==> config.mk <==
export PLATFORM = sky130hd
export DESIGN_NAME = mem_port_arbiter
export DESIGN_NICKNAME = d
export VERILOG_FILES = /design/src/rtl/mem_port_arbiter.sv
export SDC_FILE = /design/constraint.sdc
export NUM_CORES = 1
export LEC_CHECK = 0
export BUFFER_PORTS_ARGS = -buffer_cell sky130_fd_sc_hd__buf_4
export CORE_AREA = 2 2 134 136
export CTS_BUF_LIST = sky130_fd_sc_hd__clkbuf_2 sky130_fd_sc_hd__clkbuf_4 sky130_fd_sc_hd__clkbuf_8
export DETAILED_ROUTE_END_ITERATION = 12
export DIE_AREA = 0 0 136 138
export GPL_TIMING_DRIVEN = 0
export PLACE_DENSITY = 0.51
export SYNTH_ARGS = -nofsm -noshare
export SYNTH_HDL_FRONTEND = slang
export SYNTH_SLANG_ARGS = --single-unit
==> constraint.sdc <==
create_clock -name clk -period 2 [get_ports clk]
set_input_delay 0.3 -clock clk [delete_from_list [all_inputs] [get_ports clk]]
set_output_delay 0.3 -clock clk [all_outputs]
set_load 0.02 [all_outputs]
==> src/rtl/mem_port_arbiter.sv <==
// Shares one single-port memory between the core data port and the loader port.
// Uses round-robin arbitration, a loader lock with a starvation guard, and one-cycle read return.
module mem_port_arbiter #(
  parameter int unsigned MAX_LOCK = 8,
  parameter int unsigned ADDR_W   = 32
) (
  input  logic              clk,
  input  logic              reset,
  input  logic              cpu_req,
  input  logic [3:0]        cpu_we,
  input  logic [ADDR_W-1:0] cpu_addr,
  input  logic [31:0]       cpu_wdata,
  output logic              cpu_gnt,
  output logic              cpu_rvalid,
  output logic [31:0]       cpu_rdata,
  input  logic              ldr_req,
  input  logic [3:0]        ldr_we,
  input  logic [ADDR_W-1:0] ldr_addr,
  input  logic [31:0]       ldr_wdata,
  output logic              ldr_gnt,
  output logic              ldr_rvalid,
  output logic [31:0]       ldr_rdata,
  input  logic              ldr_lock,
  output logic              mem_en,
  output logic [3:0]        mem_we,
  output logic [ADDR_W-1:0] mem_addr,
  output logic [31:0]       mem_wdata,
  input  logic [31:0]       mem_rdata,
  output logic [31:0]       conflict_cnt
);

  typedef enum logic {OWN_CPU = 1'b0, OWN_LDR = 1'b1} owner_e;

  localparam logic [7:0] MAX_LOCK_C = 8'(MAX_LOCK);

  owner_e      last_q, last_d;
  logic [7:0]  lock_cnt_q, lock_cnt_d;
  logic [1:0]  rv_owner_q, rv_owner_d;   // {cpu, ldr}
  logic [31:0] conflict_q, conflict_d;
  logic        cpu_win, ldr_win;

  always_ff @(posedge clk) begin
    if (reset) begin
      last_q     <= OWN_LDR;
      lock_cnt_q <= '0;
      rv_owner_q <= '0;
      conflict_q <= '0;
    end else begin
      last_q     <= last_d;
      lock_cnt_q <= lock_cnt_d;
      rv_owner_q <= rv_owner_d;
      conflict_q <= conflict_d;
    end
  end

  always_comb begin
    cpu_win = 1'b0;
    ldr_win = 1'b0;
    if (!reset) begin
      if (cpu_req && ldr_req) begin
        if (ldr_lock) begin
          // Guard: once the loader has taken MAX_LOCK grants in a row, the core gets one.
          if (lock_cnt_q < MAX_LOCK_C) ldr_win = 1'b1;
          else                         cpu_win = 1'b1;
        end else if (last_q == OWN_LDR) begin
          cpu_win = 1'b1;
        end else begin
          ldr_win = 1'b1;
        end
      end else begin
        cpu_win = cpu_req;
        ldr_win = ldr_req;
      end
    end
  end

  always_comb begin
    last_d     = last_q;
    lock_cnt_d = lock_cnt_q;
    conflict_d = conflict_q;
    rv_owner_d = {cpu_win && (cpu_we == 4'b0000), ldr_win && (ldr_we == 4'b0000)};
    if (cpu_win)      last_d = OWN_CPU;
    else if (ldr_win) last_d = OWN_LDR;
    if (cpu_win || !ldr_lock)          lock_cnt_d = '0;
    else if (ldr_win && cpu_req)       lock_cnt_d = lock_cnt_q + 8'd1;
    if (cpu_req && ldr_req && (conflict_q != 32'hFFFF_FFFF)) conflict_d = conflict_q + 32'd1;
  end

  assign cpu_gnt      = cpu_win;
  assign ldr_gnt      = ldr_win;
  assign mem_en       = cpu_win | ldr_win;
  assign mem_we       = ldr_win ? ldr_we : (cpu_win ? cpu_we : 4'b0000);
  assign mem_addr     = ldr_win ? ldr_addr : cpu_addr;
  assign mem_wdata    = ldr_win ? ldr_wdata : cpu_wdata;
  assign cpu_rvalid   = rv_owner_q[1] & ~reset;
  assign ldr_rvalid   = rv_owner_q[0] & ~reset;
  assign cpu_rdata    = cpu_rvalid ? mem_rdata : 32'h0;
  assign ldr_rdata    = ldr_rvalid ? mem_rdata : 32'h0;
  assign conflict_cnt = conflict_q;

endmodule

==> impl_metrics.env <==
export IMPL_grt_antenna_before_repair=0
export IMPL_crit_required_ns=1.70
export IMPL_grt_pass1_wl_um=25800
export IMPL_cts_tree="built"
export IMPL_vias_per_cell=4.51
export IMPL_rows=49
export IMPL_synthTopCellsByCount="and2_1 (68), mux2_2 (67), dfxtp_1 (43)"
export IMPL_skew_ns=0.00830
export IMPL_start_util_pct=19.4
export IMPL_p_per_area_mw_per_mm2=341
export IMPL_violations="negative setup slack"
export IMPL_peakVddDrop_uv=170
export IMPL_yosysWarnings=0
export IMPL_synth_top_area_cell="dfxtp_1"
export IMPL_synth_top_area_share_pct=25.4
export IMPL_avgRoutedWirePerCell_um=18.1
export IMPL_synth_cells=401
export IMPL_finalHoldViolCount=0
export IMPL_place_ws_ns=-0.285
export IMPL_die_x_um=136
export IMPL_synthTopCellsByArea="dfxtp_1 (25%), mux2_2 (22%), and2_1 (13%)"
export IMPL_setup_viol=69
export IMPL_yosysSeqAreaShare_pct=25.4
export IMPL_final_setup_worst_slack_ns=-0.530
export IMPL_hold_buffers=0
export IMPL_cts_buffers=5
export IMPL_syn2layout_area_growth_pct=113
export IMPL_hpwl_um=15300
export IMPL_firstDrtPassIters=4
export IMPL_cp_slowest_cell="or3_4"
export IMPL_leakage_nw=3.44
export IMPL_syn_area_per_cell_um2=8.47
export IMPL_critPathArrivalTime_ns=2.23
export IMPL_synth_edf_count=0
export IMPL_drc=0
export IMPL_post_synth_top_count_cell="and2_1"
export IMPL_core_mm2=0.0175
export IMPL_fmax_mhz=395
export IMPL_async_reset_ff_share_pct=0
export IMPL_fill_cells=1772
export IMPL_period_share_pct=127
export IMPL_grt_usage_pct=17.9
export IMPL_path_delay_family="simple AND/OR/NAND/NOR gates"
export IMPL_cts_max_level=2
export IMPL_first_iter_violations=184
export IMPL_hold_class="input pin to register"
export IMPL_nets=961
export IMPL_period_minus_slack_ns=2.53
export IMPL_layout_drive_gt1_share_pct=67.6
export IMPL_critical_path_class="register to output pin"
export IMPL_synth_ff_latch_count=43
export IMPL_io_pins=342
export IMPL_p_total_mw=2.47
export IMPL_gp_congestion=0.969
export IMPL_cts_sinks=43
export IMPL_critPathBufInv=3
export IMPL_worstMarginPinSlew_ns=0.512
export IMPL_grt_max_degree=15
export IMPL_crit_fanout=9
export IMPL_drv_cap=0
export IMPL_ys_flop_type="dfxtp_1"
export IMPL_rsz0062_at_grt="true"
export IMPL_port_buffers=341
export IMPL_die_h_um=138
export IMPL_crit_top_cell="buf_12"
export IMPL_n_antenna_cell=0
export IMPL_cts_clk_slew_worst_paths_ns=0.08
export IMPL_dieArea_mm2=0.0188
export IMPL_synth_nets=576
export IMPL_routed_wl_um=18300
export IMPL_grt_pass1_vias=4380
export IMPL_overflow=0
export IMPL_status="finished, violations left"
export IMPL_synth_cell_types=50
export IMPL_path_cells="nor3_2 -> a31o_2 -> nor2_2 -> or3_4 -> buf_12 -> buf_12 -> mux2_4 -> buf_6"
export IMPL_clock_path_buffers=2
export IMPL_drv_slew=0
export IMPL_max_stage_delay_ns=0.36
export IMPL_start_kind="register"
export IMPL_syn_area_mm2=0.00340
export IMPL_critPathCaptureType="output pin"
export IMPL_cts_root_buf="clkbuf_8"
export IMPL_ant_nets=0
export IMPL_clk_latency_ns=0.30
export IMPL_relSlewSlack_pct=65.9
export IMPL_vias=4580
==> state kept, by name, indices dropped and copies added, names as in the netlist <==
signal        cells
conflict_cnt     32
lock_cnt_q        8
rv_owner_q        2
last_q            1
==> worst paths after layout <==
check	start	to	slack [ns]	depth (start not counted)
min reg2reg	lock_cnt_q[5]$_SDFFE_PP0P_	lock_cnt_q[5]$_SDFFE_PP0P_	0.49	1
min	cpu_we[3]	rv_owner_q[1]$_SDFF_PP0_	0.30	3
max reg2reg	conflict_cnt[24]$_SDFFE_PP0P_	conflict_cnt[19]$_SDFFE_PP0P_	0	7
max	lock_cnt_q[4]$_SDFFE_PP0P_	mem_wdata[8]	-0.53	8
==> final cells by class <==
class / instances / area [µm²] / area share (%)
Timing Repair Buffer: 378 / 3110 / 43.1
Multi-Input combinational cell: 331 / 2580 / 35.7
Sequential cell: 43 / 925 / 12.8
Tap cell: 229 / 287 / 3.97
Buffer: 19 / 193 / 2.67
Clock buffer: 6 / 82.6 / 1.14
Inverter: 8 / 33.8 / 0.468
Clock inverter: 2 / 16.3 / 0.225
==> timing repair <==
action | in CTS | in global routing
pin swaps | 8 | 14
hold endpoints to repair | 0 | 0
resized for setup | 83 | 56
setup endpoints to repair | 127 | 106
cloned | 1 | 2
buffers inserted | 16 | 19
==> layout by cell type (no fill, tap or decap), types with 8 or more instances in the layout <==
cell | synthesis | routed
nor2_1 | 34 | 32
dfxtp_4 | 0 | 12
mux2_2 | 67 | 61
dfxtp_2 | 0 | 15
and2_1 | 68 | 68
nand3_1 | 13 | 12
buf_6 | 1 | 64
nand4_1 | 12 | 12
dfxtp_1 | 43 | 16
or3_1 | 10 | 8
xor2_1 | 8 | 8
a21oi_1 | 21 | 19
buf_4 | 1 | 313
o21ai_0 | 12 | 11
nand2_1 | 14 | 13
==> cells by family after synthesis <==
group,share of synthesized area (%)
AO/OA/AOI/OAI,10.6
XOR/XNOR,3.10
adder cells (fa/ha/maj),0.737
buffers and inverters,3.50
flip-flops,25.4
multiplexers,22.7
AND/OR/NAND/NOR,34.1
==> through the flow <==
stage	utilization [%]	hold WS, ns	TNS (ns)	instances	instance area [µm²]
after floorplan	-	0.438	0	401	3490
after global placement	36.1	0.473	-15.31	971	6340
after detailed placement	36.1	0.472	-15.94	971	6340
after CTS	39.3	0.290	-34.73	996	6900
after global routing	41.2	0.295	-38.92	1016	7230
final	41.2	0.296	-33.40	1016	7230
==> per-layer routing <==
metal	part of all wire, %	up-vias	global-route usage (%)
met2	50	231	32.4
met1	37	2117	19.8
met3	10	26	6.16
li1	-	2206	-
met5	0	-	0
met4	2.2	0	4.00
==> power breakdown <==
| part | total (mW) | internal [mW] | switching, mW |
|---|---|---|---|
| clock | 0.600 | 0.282 | 0.318 |
| combinational | 1.02 | 0.586 | 0.431 |
| sequential | 0.849 | 0.844 | 0.00451 |
==> worst register-to-register path, cell delays in order, from the launching register on <==
cell,delay (ns)
dfxtp_2,0.37
nand4_1,0.19
or4_4,0.53
buf_8,0.16
o211ai_4,0.28
buf_6,0.17
xor2_1,0.13
nor2_1,0.05
Power figures use the tool's default switching activity.
